$ cat config.mk
export PLATFORM = sky130hd
export DESIGN_NAME = prog_ctr_stack_flat
export DESIGN_NICKNAME = d
export VERILOG_FILES = /design/src/rtl/prog_ctr_stack_if.sv /design/src/rtl/prog_ctr_stack.sv /design/src/flat_wrapper.sv
export SDC_FILE = /design/constraint.sdc
export NUM_CORES = 1
export LEC_CHECK = 0
export ABC_AREA = 1
export BUFFER_PORTS_ARGS = -buffer_cell sky130_fd_sc_hd__buf_2
export CAP_MARGIN = 25
export CORE_UTILIZATION = 52
export CTS_CLUSTER_SIZE = 40
export DETAILED_ROUTE_END_ITERATION = 7
export GPL_TIMING_DRIVEN = 0
export MAX_ROUTING_LAYER = met4
export PLACE_DENSITY = 0.77
export SYNTH_ARGS = -nofsm -noshare
export SYNTH_HDL_FRONTEND = slang
export SYNTH_SLANG_ARGS = --single-unit
export TNS_END_PERCENT = 20
$ cat constraint.sdc
create_clock -name Clk -period 1.9 [get_ports Clk]
set_input_delay 0.38 -clock Clk [delete_from_list [all_inputs] [get_ports Clk]]
set_output_delay 0.38 -clock Clk [all_outputs]
set_load 0.1 [all_outputs]
$ cat src/rtl/prog_ctr_stack_if.sv
// rtl/prog_ctr_stack_if.sv - control and status bundle between decoder and program counter
// Ports (signals):
//   Start, StartAddr[L]            run entry request and address
//   En, Halt                       advance enable / halt request
//   BranchEn, Offset[L]            signed relative branch
//   JumpEn, Target[L]              absolute jump, also call destination
//   CallEn, RetEn, ErrClr          return-stack operations, sticky-flag clear
//   ProgCtr[L], Running, Halted    fetch address and run state
//   Depth[DW], Overflow, Underflow return-stack occupancy and sticky errors
// Modports: master drives controls (decoder side), slave drives status (program counter).
interface prog_ctr_stack_if #(
    parameter int L = 10,
    parameter int D = 4
);
    localparam int DW = $clog2(D + 1);

    logic          Start;
    logic [L-1:0]  StartAddr;
    logic          En;
    logic          Halt;
    logic          BranchEn;
    logic [L-1:0]  Offset;
    logic          JumpEn;
    logic [L-1:0]  Target;
    logic          CallEn;
    logic          RetEn;
    logic          ErrClr;
    logic [L-1:0]  ProgCtr;
    logic          Running;
    logic          Halted;
    logic [DW-1:0] Depth;
    logic          Overflow;
    logic          Underflow;

    modport master (
        output Start, StartAddr, En, Halt, BranchEn, Offset, JumpEn, Target,
               CallEn, RetEn, ErrClr,
        input  ProgCtr, Running, Halted, Depth, Overflow, Underflow
    );

    modport slave (
        input  Start, StartAddr, En, Halt, BranchEn, Offset, JumpEn, Target,
               CallEn, RetEn, ErrClr,
        output ProgCtr, Running, Halted, Depth, Overflow, Underflow
    );
endinterface

$ cat src/rtl/prog_ctr_stack.sv
// rtl/prog_ctr_stack.sv - program counter with run control, branches and return-address stack
// Ports:
//   Clk    in  clock, all state changes on posedge
//   Reset  in  asynchronous active-low reset
//   bus    prog_ctr_stack_if.slave: controls in, ProgCtr/Running/Halted/Depth/flags out
module prog_ctr_stack #(
    parameter int L = 10,
    parameter int D = 4
) (
    input  logic              Clk,
    input  logic              Reset,
    prog_ctr_stack_if.slave   bus
);
    localparam int DW = $clog2(D + 1);
    localparam logic [DW-1:0] DEPTH_FULL = DW'(D);

    typedef enum logic [1:0] {
        ST_IDLE = 2'd0,
        ST_RUN  = 2'd1,
        ST_HALT = 2'd2
    } state_t;

    state_t        r_state;
    logic [L-1:0]  r_pc;
    logic [DW-1:0] r_depth;
    logic          r_ovf;
    logic          r_unf;
    logic [L-1:0]  r_stack [D];

    state_t        w_state_nxt;
    logic [L-1:0]  w_pc_nxt;
    logic [DW-1:0] w_depth_nxt;
    logic          w_ovf_nxt;
    logic          w_unf_nxt;
    logic          w_push;
    logic [L-1:0]  w_pc_inc;
    logic [DW-1:0] w_top_idx;

    assign w_pc_inc  = r_pc + L'(1);
    assign w_top_idx = r_depth - DW'(1);

    always_comb begin
        w_state_nxt = r_state;
        w_pc_nxt    = r_pc;
        w_depth_nxt = r_depth;
        // ErrClr acts in every state; an error raised below in the same cycle overrides it.
        w_ovf_nxt   = r_ovf & ~bus.ErrClr;
        w_unf_nxt   = r_unf & ~bus.ErrClr;
        w_push      = 1'b0;
        case (r_state)
            ST_IDLE, ST_HALT: begin
                if (bus.Start) begin
                    w_state_nxt = ST_RUN;
                    w_pc_nxt    = bus.StartAddr;
                end
            end
            ST_RUN: begin
                if (bus.Halt) begin
                    w_state_nxt = ST_HALT;
                end else if (bus.En) begin
                    if (bus.RetEn) begin
                        if (r_depth != '0) begin
                            w_pc_nxt    = r_stack[w_top_idx];
                            w_depth_nxt = w_top_idx;
                        end else begin
                            w_pc_nxt  = w_pc_inc;
                            w_unf_nxt = 1'b1;
                        end
                    end else if (bus.CallEn) begin
                        if (r_depth != DEPTH_FULL) begin
                            w_push      = 1'b1;
                            w_pc_nxt    = bus.Target;
                            w_depth_nxt = r_depth + DW'(1);
                        end else begin
                            w_pc_nxt  = w_pc_inc;
                            w_ovf_nxt = 1'b1;
                        end
                    end else if (bus.JumpEn) begin
                        w_pc_nxt = bus.Target;
                    end else if (bus.BranchEn) begin
                        w_pc_nxt = r_pc + bus.Offset;
                    end else begin
                        w_pc_nxt = w_pc_inc;
                    end
                end
            end
            default: w_state_nxt = ST_IDLE;
        endcase
    end

    always_ff @(posedge Clk or negedge Reset) begin
        if (!Reset) begin
            r_state <= ST_IDLE;
            r_pc    <= '0;
            r_depth <= '0;
            r_ovf   <= 1'b0;
            r_unf   <= 1'b0;
            for (int i = 0; i < D; i++) begin
                r_stack[i] <= '0;
            end
        end else begin
            r_state <= w_state_nxt;
            r_pc    <= w_pc_nxt;
            r_depth <= w_depth_nxt;
            r_ovf   <= w_ovf_nxt;
            r_unf   <= w_unf_nxt;
            // Push slot is the current Depth, i.e. one above the present top entry.
            if (w_push) begin
                r_stack[r_depth] <= w_pc_inc;
            end
        end
    end

    assign bus.ProgCtr   = r_pc;
    assign bus.Running   = (r_state == ST_RUN);
    assign bus.Halted    = (r_state == ST_HALT);
    assign bus.Depth     = r_depth;
    assign bus.Overflow  = r_ovf;
    assign bus.Underflow = r_unf;
endmodule

$ cat src/flat_wrapper.sv
// flat-port wrapper written by rule: the top's interface ports become plain ports
module prog_ctr_stack_flat 
#(
    parameter int L = 10,
    parameter int D = 4
)
  (Clk, Reset, bus_Start, bus_StartAddr, bus_En, bus_Halt, bus_BranchEn, bus_Offset, bus_JumpEn, bus_Target, bus_CallEn, bus_RetEn, bus_ErrClr, bus_ProgCtr, bus_Running, bus_Halted, bus_Depth, bus_Overflow, bus_Underflow);
  prog_ctr_stack_if #(.L(L), .D(D)) bus_i ();
  input  logic Clk;
  input  logic Reset;
  input wire logic [$bits(bus_i.Start)-1:0] bus_Start;
  input wire logic [$bits(bus_i.StartAddr)-1:0] bus_StartAddr;
  input wire logic [$bits(bus_i.En)-1:0] bus_En;
  input wire logic [$bits(bus_i.Halt)-1:0] bus_Halt;
  input wire logic [$bits(bus_i.BranchEn)-1:0] bus_BranchEn;
  input wire logic [$bits(bus_i.Offset)-1:0] bus_Offset;
  input wire logic [$bits(bus_i.JumpEn)-1:0] bus_JumpEn;
  input wire logic [$bits(bus_i.Target)-1:0] bus_Target;
  input wire logic [$bits(bus_i.CallEn)-1:0] bus_CallEn;
  input wire logic [$bits(bus_i.RetEn)-1:0] bus_RetEn;
  input wire logic [$bits(bus_i.ErrClr)-1:0] bus_ErrClr;
  output wire logic [$bits(bus_i.ProgCtr)-1:0] bus_ProgCtr;
  output wire logic [$bits(bus_i.Running)-1:0] bus_Running;
  output wire logic [$bits(bus_i.Halted)-1:0] bus_Halted;
  output wire logic [$bits(bus_i.Depth)-1:0] bus_Depth;
  output wire logic [$bits(bus_i.Overflow)-1:0] bus_Overflow;
  output wire logic [$bits(bus_i.Underflow)-1:0] bus_Underflow;
  assign bus_i.Start = bus_Start;
  assign bus_i.StartAddr = bus_StartAddr;
  assign bus_i.En = bus_En;
  assign bus_i.Halt = bus_Halt;
  assign bus_i.BranchEn = bus_BranchEn;
  assign bus_i.Offset = bus_Offset;
  assign bus_i.JumpEn = bus_JumpEn;
  assign bus_i.Target = bus_Target;
  assign bus_i.CallEn = bus_CallEn;
  assign bus_i.RetEn = bus_RetEn;
  assign bus_i.ErrClr = bus_ErrClr;
  assign bus_ProgCtr = bus_i.ProgCtr;
  assign bus_Running = bus_i.Running;
  assign bus_Halted = bus_i.Halted;
  assign bus_Depth = bus_i.Depth;
  assign bus_Overflow = bus_i.Overflow;
  assign bus_Underflow = bus_i.Underflow;
  prog_ctr_stack #(.L(L), .D(D)) u_core (.Clk(Clk), .Reset(Reset), .bus(bus_i));
endmodule
==> results of run 1 <==
## layout by cell type (no fill, tap or decap), types with 3 or more instances in the layout
master and instances:
o211ai_1 5, buf_6 5, inv_1 55, clkbuf_8 11, dfrtp_2 9, buf_4 23, nor2_4 4, nor2_2 4
dfrtp_1 45, o21ai_1 5, nand2_4 3, nand3_1 28, a21oi_2 5, nand4_1 6, inv_2 6, dfrtp_4 3
nand2_1 147, clkbuf_2 7, o21ai_0 62, xnor2_1 4, nor2_1 51, a21oi_1 21, o21ai_2 8, buf_2 56
clkbuf_4 3, nand2_2 14, ha_1 14
## metal layers
metal / track usage, % / share of wire, % / vias to the layer above
met5: - / 0 / -
met4: 15.2 / 4.1 / 0
met3: 5.47 / 11 / 56
met2: 49.4 / 45 / 270
met1: 42.4 / 40 / 1891
li1: - / - / 1957
## where the power goes
group	switching [W]	internal (W)
sequential	0.000310	0.00151
combinational	0.00340	0.00151
clock	0.000545	0.000810
total	0.00425	0.00383
## metrics by stage
stage                     util, %  setup TNS [ns]  cell area (um2)
after floorplan                 -           -3.42             3900
after global placement       61.9           -7.14             4300
after detailed placement     62.2           -7.95             4320
after CTS                    67.2          -0.274             4660
after global routing         70.8           -1.60             4920
final                        70.8          -0.732             4920
## cells by family after synthesis
| group | after synthesis | share of synthesized area, % |
|---|---|---|
| buffers and inverters | 82 | 8.33 |
| AND/OR/NAND/NOR | 267 | 29.2 |
| flip-flops | 57 | 37.4 |
| adder cells (fa/ha/maj) | 17 | 5.77 |
| AO/OA/AOI/OAI | 119 | 17.5 |
| XOR/XNOR | 8 | 1.84 |
## worst min path at each step
stage,start,to,slack [ns],depth (start not counted)
floorplan,Reset,u_core.bus.Depth[2]$_DFFE_PN0P_,0.08,0
global placement,u_core.r_stack[9]$_DFFE_PN0P_,u_core.r_stack[9]$_DFFE_PN0P_,0.46,2
detailed placement,Reset,u_core.r_stack[11]$_DFFE_PN0P_,0.41,1
CTS,Reset,u_core.r_stack[11]$_DFFE_PN0P_,0.04,1
global route,Reset,u_core.r_stack[29]$_DFFE_PN0P_,0.06,1
finish,Reset,u_core.bus.ProgCtr[0]$_DFFE_PN0P_,0.02,1
## worst max-delay path: stages (launching register included)
cell and delay (ns):
dfrtp_4 0.51, ha_4 0.18, fa_2 0.37, nand2_2 0.10, buf_4 0.13, buf_6 0.08
buf_6 0.08, nand2_2 0.05, o21ai_2 0.16, o221ai_1 0.17, nand4_1 0.15, nand2_1 0.07
nand2_1 0.06
## registers in the layout, summed over array words and instances (netlist names)
signal,flops
u_core.r_stack,40
u_core.bus.ProgCtr,10
u_core.bus.Depth,3
u_core.r_state,2
u_core.bus.Overflow,1
u_core.bus.Underflow,1
## final cells by class
class | count | area (um2) | share of cell area, %
sequential | 57 | 1450 | 29.5
tap | 96 | 120 | 2.44
inverter | 65 | 262 | 5.32
clock buffer | 12 | 155 | 3.15
multi-input combinational | 411 | 2240 | 45.6
timing repair buffer | 83 | 522 | 10.6
buffer | 15 | 92.6 | 1.88
clock inverter | 4 | 75.1 | 1.53
## timing repair
item                                    4_1_cts  5_1_grt
endpoints found under the setup margin       44       53
buffers inserted                              9       18
pin swaps                                     7       20
resized for setup                            31       46
==> qor.txt, run 1 <==
Status: complete, but fails checks
Failing checks: negative setup slack
Die Span X: 87.6 um
RR Endpoint: u_core.bus.ProgCtr[2]$_DFFE_PN0P_
Yosys top cell by area: dfrtp_1
Num Clock Sinks: 57
Layout Area Growth over Synthesis: 29.0%
YS warnings: 0
Vias/cell: 5.62
Leak pwr: 2.45 nW
Relative slew slack: 60.7%
Vias in the first global route: 3747
First-pass GRT wire length: 18200 um
Core area: 6940 um2
Clock Skews: 0.0137 ns
Final worst slack: -0.270 ns
Hpwl dp: 8050 um
Pin count of the biggest net entering global routing: 36
CTS Buffer Depth: 2
HP Class: primary input to asynchronous set/reset pin
GRT Total Usage: 32.5%
Drt wl/cell: 16.1 um
CTS tree: done
H-tree depth: 3
Hold_buf cts: 0
WP data required: 2.20 ns
#FFs+latches synth: 57
Initial Utilization: 54.9%
Setup crit end: u_core.bus.ProgCtr[2]$_DFFE_PN0P_
FFs w/ async S/R, synth: 100%
Worst setup path startpoint: u_core.bus.ProgCtr[0]$_DFFE_PN0P_
Initial antenna violation count: 0
Synth unique cells: 39
Arrival @ worst endpoint: 2.47 ns
Total Wirelength: 12000 um
Tmin final: 2.17 ns
Worst r2r src: u_core.bus.ProgCtr[0]$_DFFE_PN0P_
FF-to-FF setup slack: -0.27 ns
Gr ovfl total: 0
Final Hold Fails: 0
FP Rows: 30
Count leader, synth: nand2_1
Antenna diode count: 0
Seq/Total Area, Yosys: 37.4%
Worst-Skew Late Latency: 0.36 ns
Initial DRC count: 445
Post-Syn Area: 3810 um2
DR vias: 4174
Max Freq: 461 MHz
Area share of the largest cell type after synthesis: 37.4%
Worst Tran Pin Value: 0.589 ns
Post-Syn Nets: 607
Setup violators final: 6
Max cap viols: 0
Critical path startpoint category: register
ANT nets after route: 0
Unrepaired setup endpoints after global routing: true
Layout cells sized above 1: 28.4%
Number of nets in the layout: 699
Drt first pass iters: 8
IO Port Bufs: 56
CP endpoint kind: register
Post-route insts no fill: 743
Gp weighted congestion: 0.901
Power per cell area: 1640 nW/um2
Crit-path max FO: 3
Synth cell count leaders: nand2_1, o21ai_0, inv_1
Dpl cells: 703
# IOs: 57
Placement Setup Slack: -0.439 ns
DRC: 0
Synth area leaders: dfrtp_1, nand2_1, o21ai_0
Total power: 0.00809 W
Clock-pin slew on the worst setup and hold paths: 0.08 ns
Die span in y: 87.6 um
Worst r2r path cells: 12
Die area: 7680 um2
CP Class: register to register
Final Cycle Share: 114%
EDFF count, synth: 0
CTS root buffer: clkbuf_8
Slew Viols, Final: 0
CTS Buf Count: 9
Worst VDD drop: 0.899 mV
Total of fill cells in the finished design: 566
Synthesized instance count: 550
Syn avg cell area: 6.93 um2
Most used flip-flop cell after synthesis: dfrtp_1
Hold WS: 0.0205 ns
Note: power is estimated with default switching activity, not from simulation.
==> run 2, diff against run 1 <==
==> constraint.sdc (replaced) <==
create_clock -name Clk -period 1.9 [get_ports Clk]
set_input_delay 0.19 -clock Clk [delete_from_list [all_inputs] [get_ports Clk]]
set_output_delay 0.19 -clock Clk [all_outputs]
set_load 0.1 [all_outputs]
==> qor.txt, run 2 (synthesized netlist as in run 1, its figures left out) <==
Relative slew slack: 61.6% (+0.92 points)
Die Span X: 87.6 um (unchanged)
CTS Buffer Depth: 2 (unchanged)
Most flop-heavy register: u_core.r_stack
RR Endpoint: u_core.bus.ProgCtr[2]$_DFFE_PN0P_
Gr ovfl total: 0 (unchanged)
Most common cell after layout, fill and taps aside: nand2_1
Post-route insts no fill: 744 (+0.13%)
Hpwl dp: 8050 um (unchanged)
HP Class: primary input to register
Total of fill cells in the finished design: 566 (unchanged)
Pin count of the biggest net entering global routing: 36 (unchanged)
Vias in the first global route: 3747 (unchanged)
Crit-path max FO: 3 (unchanged)
Max reg flops: 40 (unchanged)
Die area: 7680 um2 (unchanged)
TNS Setup: -0.726 ns (+0.00644 ns)
Die span in y: 87.6 um (unchanged)
Antenna diode count: 0 (unchanged)
Initial antenna violation count: 0 (unchanged)
Final Hold Fails: 0 (unchanged)
Fin area: 4930 um2 (+0.15%)
GRT Total Usage: 32.5% (unchanged)
Dpl cells: 703 (unchanged)
Layout Area Growth over Synthesis: 29.2%
Tmin final: 2.16 ns (-0.00811 ns)
Initial DRC count: 451 (+1.3%)
DRC: 0 (unchanged)
Worst-path cell with the longest stage delay: dfrtp_4
Max stage delay on crit path: 0.50 ns (about the same)
CTS Buf Count: 9 (unchanged)
Critical path startpoint category: register
Final Cycle Share: 114% (-0.43 points)
Num Clock Sinks: 57 (unchanged)
Drt wl/cell: 16.2 um (+0.43%)
H-tree depth: 3 (unchanged)
Worst-path cell chain: ha_4, fa_2, nand2_2, buf_4, buf_6, buf_6, nand2_2, o21ai_2, o221ai_1, nand4_1, nand2_1, nand2_1
Number of nets in the layout: 700 (+0.14%)
Failing checks: negative setup slack
Unrepaired setup endpoints after global routing: true
Max cap viols: 0 (unchanged)
DR vias: 4207 (+0.79%)
ANT nets after route: 0 (unchanged)
CTS tree: done
# IOs: 57 (unchanged)
Slew Viols, Final: 0 (unchanged)
FF-to-FF setup slack: -0.26 ns (about the same)
First-pass GRT wire length: 18200 um (unchanged)
Worst r2r path cells: 12 (unchanged)
FP Rows: 30 (unchanged)
Final worst slack: -0.262 ns (+0.00811 ns)
Worst hold start: bus_Start
Max Freq: 462 MHz (+0.38%)
Gp weighted congestion: 0.901 (unchanged)
Final core occ: 70.9% (+0.11 points)
Initial Utilization: 54.9% (unchanged)
Power per cell area: 1640 nW/um2 (-0.16%)
Layout cells sized above 1: 28.5% (+0.11 points)
Most frequent cells in the layout: nand2_1, o21ai_0, buf_2
Critical path's top delay family: adder cells
Total Wirelength: 12000 um (+0.57%)
Worst Hold Depth: 2
CP Class: register to register
Placed Area: 4320 um2 (unchanged)
Worst-Skew Late Latency: 0.36 ns (about the same)
IO Port Bufs: 56 (unchanged)
Arrival @ worst endpoint: 2.45 ns (-0.02 ns)
Clock Skews: 0.0107 ns (-0.00298 ns)
Worst r2r src: u_core.bus.ProgCtr[0]$_DFFE_PN0P_
CP endpoint kind: register
CTS root buffer: clkbuf_8
Setup violators final: 7 (+1)
Core area: 6940 um2 (unchanged)
Worst Hold End: u_core.r_state[1]$_DFFE_PN0P_
Vias/cell: 5.65 (+0.66%)
Status: complete, but fails checks
Drt first pass iters: 6 (-2)
Hold WS: 0.0832 ns (+0.0627 ns)
Clock-pin slew on the worst setup and hold paths: 0.07 ns (about the same)
Worst Tran Pin Value: 0.576 ns (-0.0138 ns)
Worst VDD drop: 0.898 mV (-0.15%)
Leak pwr: 2.45 nW (+0.14%)
Crit path buffers/inverters: 3 (unchanged)
WP data required: 2.19 ns (about the same)
run 2: changes by cell type in the layout (fill, tap and decap cells not counted), sizes merged:
cell / before / now
buf: 87 / 88
clkbuf: 23 / 22
dlygate4sd3: 0 / 1
run 2: routing by layer:
| layer | GRT usage, % | vias up | routed length (um) |
|---|---|---|---|
| li1 | - | 1961 | - |
| met1 | 42.4 | 1946 | 4950 |
| met2 | 49.4 | 243 | 5480 |
| met3 | 5.47 | 57 | 1130 |
| met4 | 15.2 | 0 | 497 |
| met5 | - | - | 0 |
run 2: worst max-delay path by stage:
stage	from	end	depth (start not counted)
2_1_floorplan	u_core.bus.Depth[0]$_DFFE_PN0P_	u_core.r_stack[22]$_DFFE_PN0P_	12
3_3_place_gp	u_core.bus.Depth[0]$_DFFE_PN0P_	u_core.bus.ProgCtr[7]$_DFFE_PN0P_	14
3_5_place_dp	u_core.bus.Depth[0]$_DFFE_PN0P_	u_core.bus.Depth[2]$_DFFE_PN0P_	10
4_1_cts	u_core.bus.ProgCtr[0]$_DFFE_PN0P_	u_core.bus.ProgCtr[6]$_DFFE_PN0P_	14
5_1_grt	u_core.bus.ProgCtr[0]$_DFFE_PN0P_	u_core.bus.ProgCtr[2]$_DFFE_PN0P_	12
6_report	u_core.bus.ProgCtr[0]$_DFFE_PN0P_	u_core.bus.ProgCtr[2]$_DFFE_PN0P_	12
run 2: report_power, final:
| part | internal, W | total, W | switching (W) |
|---|---|---|---|
| sequential | 0.00151 | 0.00182 | 0.000311 |
| combinational | 0.00151 | 0.00491 | 0.00341 |
| clock | 0.000810 | 0.00135 | 0.000540 |
| total | 0.00383 | 0.00808 | 0.00426 |
run 2: layout make-up:
| type | instances | area, um2 | area share [%] |
|---|---|---|---|
| Buffer | 15 | 90.1 | 1.83 |
| Clock buffer | 12 | 155 | 3.15 |
| Clock inverter | 4 | 75.1 | 1.52 |
| Inverter | 65 | 262 | 5.31 |
| Multi-Input combinational cell | 411 | 2250 | 45.6 |
| Sequential cell | 57 | 1450 | 29.4 |
| Tap cell | 96 | 120 | 2.44 |
| Timing Repair Buffer | 84 | 528 | 10.7 |
run 2: metrics by stage:
stage / power, W / setup slack [ns]
after floorplan: 0.00502 / -0.196
after global placement: 0.00592 / -0.477
after detailed placement: 0.00601 / -0.439
after CTS: 0.00755 / -0.115
after global routing: 0.00851 / -0.272
final: 0.00808 / -0.262
run 2: repair_timing:
action / CTS / global route
hold buffers: 1 / 0
setup buffers: 9 / 18
gates resized for setup: 30 / 46
pin swaps: 7 / 20
endpoints found under the setup margin: 44 / 52
endpoints found under the hold margin: 22 / 0
==> run 3, diff against run 2 <==
==> constraint.sdc (replaced) <==
create_clock -name Clk -period 1.9 [get_ports Clk]
set_input_delay 0.285 -clock Clk [delete_from_list [all_inputs] [get_ports Clk]]
set_output_delay 0.285 -clock Clk [all_outputs]
set_load 0.1 [all_outputs]
==> qor.txt, run 3 (synthesized netlist as in run 1, its figures left out) <==
Proportion of power drawn by the clock network: 16.8% (about the same)
Final core occ: 70.3% (-0.59 points)
Clock Skews: 0.00609 ns (-0.00461 ns)
CTS Buf Count: 9 (unchanged)
Vias/cell: 5.57 (-1.5%)
Worst Tran Pin Value: 0.586 ns (+0.0103 ns)
Slew Viols, Final: 0 (unchanged)
Initial Utilization: 54.9% (unchanged)
Final worst slack: -0.200 ns (+0.0617 ns)
Layout Area Growth over Synthesis: 28.1%
Drt wl/cell: 15.7 um (-3.0%)
Status: complete, but fails checks
Fin area: 4880 um2 (-0.84%)
DRC: 0 (unchanged)
Die span in y: 87.6 um (unchanged)
Sequential share of power: 23.0% (+0.4 points)
Dpl cells: 703 (unchanged)
Unrepaired setup endpoints after global routing: true
CP endpoint kind: register
Arrival @ worst endpoint: 2.34 ns (-0.11 ns)
Vias in the first global route: 3744 (-0.080%)
Placement Setup Slack: -0.439 ns (unchanged)
Initial DRC count: 371 (-18%)
Max Freq: 476 MHz (+2.9%)
Max reg flops: 40 (unchanged)
Worst-Skew Late Latency: 0.35 ns (about the same)
Clock-pin slew on the worst setup and hold paths: 0.07 ns (about the same)
Failing checks: negative setup slack
Pin count of the biggest net entering global routing: 36 (unchanged)
Gr ovfl total: 0 (unchanged)
Hold WS: 0.182 ns (+0.0991 ns)
Net switching fraction of the power: 52.7% (+0.055 points)
CTS Buffer Depth: 2 (unchanged)
Die Span X: 87.6 um (unchanged)
Hpwl dp: 8050 um (unchanged)
ANT nets after route: 0 (unchanged)
Worst VDD drop: 0.986 mV (+9.9%)
Critical path startpoint category: register
Gp weighted congestion: 0.901 (unchanged)
Core area: 6940 um2 (unchanged)
Most common cell after layout, fill and taps aside: nand2_1
DR vias: 4109 (-2.3%)
CTS tree: done
H-tree depth: 3 (unchanged)
Crit-path max FO: 4 (+1)
Post-route insts no fill: 738 (-0.81%)
Switching power: 0.00418 W (-1.7%)
Int Pwr: 0.00376 W (-1.9%)
CP Class: register to register
Antenna diode count: 0 (unchanged)
Placed Area: 4320 um2 (unchanged)
Power per cell area: 1620 nW/um2 (-1.0%)
WP data required: 2.14 ns (-0.05 ns)
CTS root buffer: clkbuf_8
Number of nets in the layout: 694 (-0.86%)
Setup violators final: 4 (-3)
Total Wirelength: 11600 um (-3.8%)
Final Cycle Share: 111% (-3.2 points)
HP Class: primary input to register
Combinational power share: 60.1% (-0.6 points)
Leak pwr: 2.42 nW (-1.3%)
Max cap viols: 0 (unchanged)
Layout cells sized above 1: 27.4% (-1.1 points)
First-pass GRT wire length: 18200 um (-0.23%)
Most flop-heavy register: u_core.r_stack
Initial antenna violation count: 0 (unchanged)
IO Port Bufs: 56 (unchanged)
Tmin final: 2.10 ns (-0.0617 ns)
Relative slew slack: 60.9% (-0.69 points)
# IOs: 57 (unchanged)
Most frequent cells in the layout: nand2_1, buf_2, o21ai_0
Die area: 7680 um2 (unchanged)
Drt first pass iters: 7 (+1)
Num Clock Sinks: 57 (unchanged)
FP Rows: 30 (unchanged)
GRT Total Usage: 32.5% (-0.042 points)
Final Hold Fails: 0 (unchanged)
-- run 3: changes by cell type in the layout (fill, tap and decap cells not counted), moves of 2 or more --
cell,delta
buf_4,-6
ha_1,-2
ha_2,+2
nand2_1,+2
nand2_2,-2
o21ai_0,-4
o21ai_1,+5
o21ai_2,-2
-- run 3: cell type report --
type	instances	area, um2
multi-input cells	411	2240
fillers	577	2060
flip-flops and latches	57	1450
repair buffers	77	475
inverters	65	267
clock buffers	12	155
well taps	96	120
plain buffers	16	104
clock inverters	4	75.1
-- run 3: worst max-delay path, cell delays in order, from the launching register on --
cell and delay [ns]:
dfrtp_4 0.51, ha_4 0.19, fa_2 0.37, nand2_2 0.09, nand2_2 0.07, nand2_2 0.09, nand2_4 0.07, nand2_2 0.06
nand2_2 0.05, xnor2_1 0.16, nand2_1 0.09, nand2_1 0.08, nand2_1 0.06, nand2_1 0.05, nand2_1 0.05
-- run 3: metrics by stage --
| stage | setup TNS (ns) | total power, W |
|---|---|---|
| after floorplan | -3.29 | 0.00502 |
| after global placement | -7.12 | 0.00592 |
| after detailed placement | -7.94 | 0.00601 |
| after CTS | -0.425 | 0.00757 |
| after global routing | -1.44 | 0.00839 |
| final | -0.630 | 0.00794 |
-- run 3: routing by layer --
metal / vias up / track usage [%] / wire length [um]
met4: 0 / 15.4 / 374
met2: 204 / 49.9 / 5340
met1: 1910 / 41.6 / 4950
li1: 1960 / - / -
met5: - / - / 0
met3: 35 / 5.75 / 916
-- run 3: what timing repair did --
item,4_1_cts,5_1_grt
cloned,0,0
hold endpoints to repair,22,0
setup buffers,6,13
pin swaps,6,18
setup endpoints to repair,44,53
hold buffers,1,0
resized for setup,30,50
-- run 3: worst paths after layout --
kind	from	end	slack [ns]	cells past startpoint
setup reg to reg	u_core.bus.ProgCtr[0]$_DFFE_PN0P_	u_core.bus.ProgCtr[6]$_DFFE_PN0P_	-0.20	14
hold reg to reg	u_core.r_stack[24]$_DFFE_PN0P_	u_core.r_stack[24]$_DFFE_PN0P_	0.48	2
setup / recovery	u_core.bus.ProgCtr[0]$_DFFE_PN0P_	u_core.bus.ProgCtr[6]$_DFFE_PN0P_	-0.20	14
max in group asynchronous	Reset	u_core.bus.ProgCtr[4]$_DFFE_PN0P_	0.82	3
hold / removal	bus_Start	u_core.r_state[1]$_DFFE_PN0P_	0.18	2
min in group asynchronous	Reset	u_core.r_stack[29]$_DFFE_PN0P_	0.47	2
-- run 3: power groups by stage --
stage / Combinational (W) / Clock, W / Sequential, W
after global routing: 0.00512 / 0.00140 / 0.00186
after CTS: 0.00442 / 0.00134 / 0.00181
after global placement: 0.00410 / 0 / 0.00182
after floorplan: 0.00228 / 0 / 0.00274
after detailed placement: 0.00418 / 0 / 0.00183
final: 0.00477 / 0.00134 / 0.00183
